==> src/rtl/hoeraa.sv <==
// Registered approximate adder: exact upper field, constant-ones low field,
// with the carry into the exact field taken from bit K-1 only.
module hoeraa #(
  parameter int N = 16,
  parameter int K = 11
) (
  input  logic         clk,
  input  logic         rst_n,
  input  logic [N-1:0] X,
  input  logic [N-1:0] Y,
  input  logic         in_valid,
  output logic [N-1:0] S,
  output logic         Co,
  output logic         out_valid
);

  logic         carry_k;
  logic [N-K:0] exact_sum;
  logic [N-1:0] s_next;
  logic         co_next;
  logic [N-1:0] s_reg;
  logic         co_reg;
  logic         valid_reg;

  assign carry_k   = X[K-1] & Y[K-1];
  assign exact_sum = {1'b0, X[N-1:K]} + {1'b0, Y[N-1:K]} + {{(N-K){1'b0}}, carry_k};

  // Bits below K-1 are never computed; they are tied high.
  generate
    for (genvar gi = 0; gi < K - 1; gi++) begin : g_low_ones
      assign s_next[gi] = 1'b1;
    end
  endgenerate

  assign s_next[K-1]   = (X[K-1] ^ Y[K-1]) | (X[K-2] & Y[K-2]);
  assign s_next[N-1:K] = exact_sum[N-K-1:0];
  assign co_next       = exact_sum[N-K];

  always_ff @(posedge clk or negedge rst_n) begin
    if (!rst_n) begin
      s_reg     <= '0;
      co_reg    <= 1'b0;
      valid_reg <= 1'b0;
    end else begin
      valid_reg <= in_valid;
      if (in_valid) begin
        s_reg  <= s_next;
        co_reg <= co_next;
      end
    end
  end

  assign S         = s_reg;
  assign Co        = co_reg;
  assign out_valid = valid_reg;

endmodule

==> config.mk <==
export PLATFORM = sky130hd
export DESIGN_NAME = hoeraa
export DESIGN_NICKNAME = d
export VERILOG_FILES = /design/src/rtl/hoeraa.sv
export SDC_FILE = /design/constraint.sdc
export NUM_CORES = 1
export LEC_CHECK = 0
export CORE_MARGIN = 1.5
export CORE_UTILIZATION = 27
export CTS_CLUSTER_DIAMETER = 200
export DETAILED_ROUTE_END_ITERATION = 16
export HOLD_SLACK_MARGIN = 0.15
export PLACE_DENSITY = 0.76
export SYNTH_ARGS = -nofsm -noshare
export SYNTH_HDL_FRONTEND = slang
export SYNTH_SLANG_ARGS = --single-unit
==> constraint.sdc <==
create_clock -name clk -period 0.82 [get_ports clk]
set_input_delay 0.082 -clock clk [delete_from_list [all_inputs] [get_ports clk]]
set_output_delay 0.082 -clock clk [all_outputs]
set_load 0.01 [all_outputs]
==> results.toml <==
[timing]
fin_ws_ps = -467
rsz0062_at_grt = "yes"
max_freq_ghz = 0.777
setup_tns_ps = -4880
fin_crit_ps = 1290
whs_ps = 112
skew_ps = 0
setup_viol = 25
relSlewSlack_pct = 87.6
min_period_over_period_pct = 157
hold_viol_final = 0
maxSlewViolCount = 0
tightest_slew_ps = 184

[setup_path]
critical_path_required_ps = 980
path_max_fanout = 2
r2r-start = "S[9]"
rrSetupSlack_ps = -190
crit_type = "in2reg"
critPathLaunch = "Y[10]"
startpoint_type = "primary input"
crit_arrival_ps = 1450
crit_path_end_kind = "register"

[route]
drtIter0Drc = 5
route.detailed.drc = 0
routed_wl_um = 1610
wl_per_cell_um = 12.3
drt_first_pass_iters = 4
vias_per_cell = 4.53
vias = 594
final_antenna_net_count = 0

[outcome]
violations = "setup timing"
status = "finished with violations"

[clock_network]
cts_buffer_depth = 2
numCtsBuffers = 3
cts_tree = "yes"
cts_sinks = 9
clk_latency_ps = 250
cts_root_buf = "clkbuf_4"
clkTransAtPathRegs_ps = 60
htreeDepth = 1

[global_routing]
antenna_found_initial = 0
grt_pass1_vias = 549
grt_first_pass_wirelength_um = 2450
grt-ovfl-total = 0
grt_max_degree = 10
grt_use_total_pct = 13.0

[die]
die_h_um = 50.3
die_area_sq_um = 2530
initial_utilization_pct = 29.6
die_width_um = 50.3
rows = 16
ios = 53
design.core.area_sq_um = 2040

[logic_synthesis]
yosysSeqAreaShare_pct = 37.3
netlist-cell-type-count = 25
synth_nets = 95
syn-instance-count = 53
synth-seq-cells = 9
synth_area_sq_um = 604
yosysWarnings = 0
syn_area_per_cell_sq_um = 11.4

[finish]
drive_above_1_share_pct = 58.7
nets = 147
area_growth_pct = 92.3
seqCellArea_sq_um = 226
n_antenna_cell = 0
final_core_util_pct = 56.9
multiInputGateArea_sq_um = 349
nFillCells = 177

[place]
gp_congestion = 0.684
dp_hpwl_um = 1160
port_buffers = 34
place_ws_ps = -1160

[hold_path]
min_path_type = "in2async"

[pwr]
ir_worst_vdd_mv = 0.567
total_power_mw = 1.44
power_density_nw_per_um2 = 1240
leakage_nw = 0.544

[flow_run]
cap_violations = 0
## through the flow
stage | cell area (sq um) | cells
2_1_floorplan | 638 | 53
3_3_place_gp | 1050 | 119
3_5_place_dp | 1050 | 119
4_1_cts | 1120 | 131
5_1_grt | 1160 | 131
6_report | 1160 | 131
## area by class of cell
type	instances	area share (%)
Inverter	1	0.323
Timing Repair Buffer	57	45.0
Sequential cell	9	19.5
Multi-Input combinational cell	33	30.0
Tap cell	27	2.91
Clock buffer	4	2.26
## cells in the mapped netlist, drive strengths merged
| library cell | n | area [sq um] |
|---|---|---|
| a211oi | 3 | 32.5 |
| a21o | 1 | 7.51 |
| a21oi | 4 | 20.0 |
| and3b | 1 | 8.76 |
| and4bb | 1 | 12.5 |
| buf | 10 | 78.8 |
| dfrtp | 9 | 225 |
| fa | 2 | 40.0 |
| ha | 5 | 62.6 |
| inv | 1 | 3.75 |
| mux2 | 2 | 22.5 |
| nand2 | 1 | 3.75 |
| nand2b | 1 | 6.26 |
| nand3b | 1 | 7.51 |
| nand4b | 1 | 8.76 |
| nor2 | 3 | 11.3 |
| o211ai | 1 | 7.51 |
| o21ai | 1 | 5.00 |
| o22a | 1 | 8.76 |
| o31a | 1 | 8.76 |
| o31ai | 1 | 7.51 |
| or2 | 1 | 6.26 |
| xnor2 | 1 | 8.76 |
## cell usage in the layout (no fill, tap or decap), types with 2 or more instances in the layout
| cell | Yosys | routed |
|---|---|---|
| a211oi_2 | 2 | 3 |
| a21oi_1 | 4 | 3 |
| ha_4 | 0 | 2 |
| nor2_1 | 3 | 3 |
| clkdlybuf4s50_1 | 0 | 10 |
| dfrtp_1 | 9 | 8 |
| buf_2 | 0 | 7 |
| buf_4 | 9 | 16 |
| clkbuf_4 | 0 | 3 |
| fa_2 | 0 | 2 |
| buf_6 | 1 | 21 |
| ha_1 | 5 | 3 |
## routing by layer
layer	up-vias	track usage, %	share of wire (%)
met5	-	0	0
met4	0	6.76	0.62
met1	272	13.9	38
met2	30	23.0	52
met3	2	3.87	9.7
li1	290	-	-
## flip-flops by register name, summed over array words and instances, names as in the netlist
signal	flops
out_valid	1
Co	1
S	7
## logic make-up (layout without fill, tap and decap cells)
kind of cell,Yosys count,after routing,synth area share [%]
DFF,9,9,37.3
buffers and inverters,11,62,13.7
xor gates and xnor gates,1,1,1.45
adders and majority gates,7,7,17.0
muxes,2,2,3.73
AOI/OAI and AO/OA,13,13,16.2
and+or+nand+nor,10,10,10.8
## timing repair
| action | in CTS | in global routing |
|---|---|---|
| pin swaps | 5 | 5 |
| endpoints found under the hold margin | 9 | 9 |
| setup buffers | 8 | 1 |
| endpoints found under the setup margin | 26 | 25 |
| gates resized for setup | 105 | 8 |
| gates cloned | 0 | 0 |
## final timing paths
kind	to	cells past startpoint
worst max-delay path	S[15]	7
worst min-delay path	S[11]	2
worst max register to register	S[9]	3
worst min register to register	S[11]	1
max in group asynchronous	S[9]	2
min in group clk	S[10]	4
## where the power goes
part	internal [mW]	leakage (nW)	switching, mW
clock network	0.187	0.0150	0.148
registers	0.508	0.101	0.0358
logic	0.342	0.428	0.221
## critical path: stages
cell,delay [ps]
buf_6,100
ha_4,150
fa_2,360
fa_2,380
a21oi_2,160
nand4b_1,110
o211ai_1,110
(Power assumes the default switching activity.)
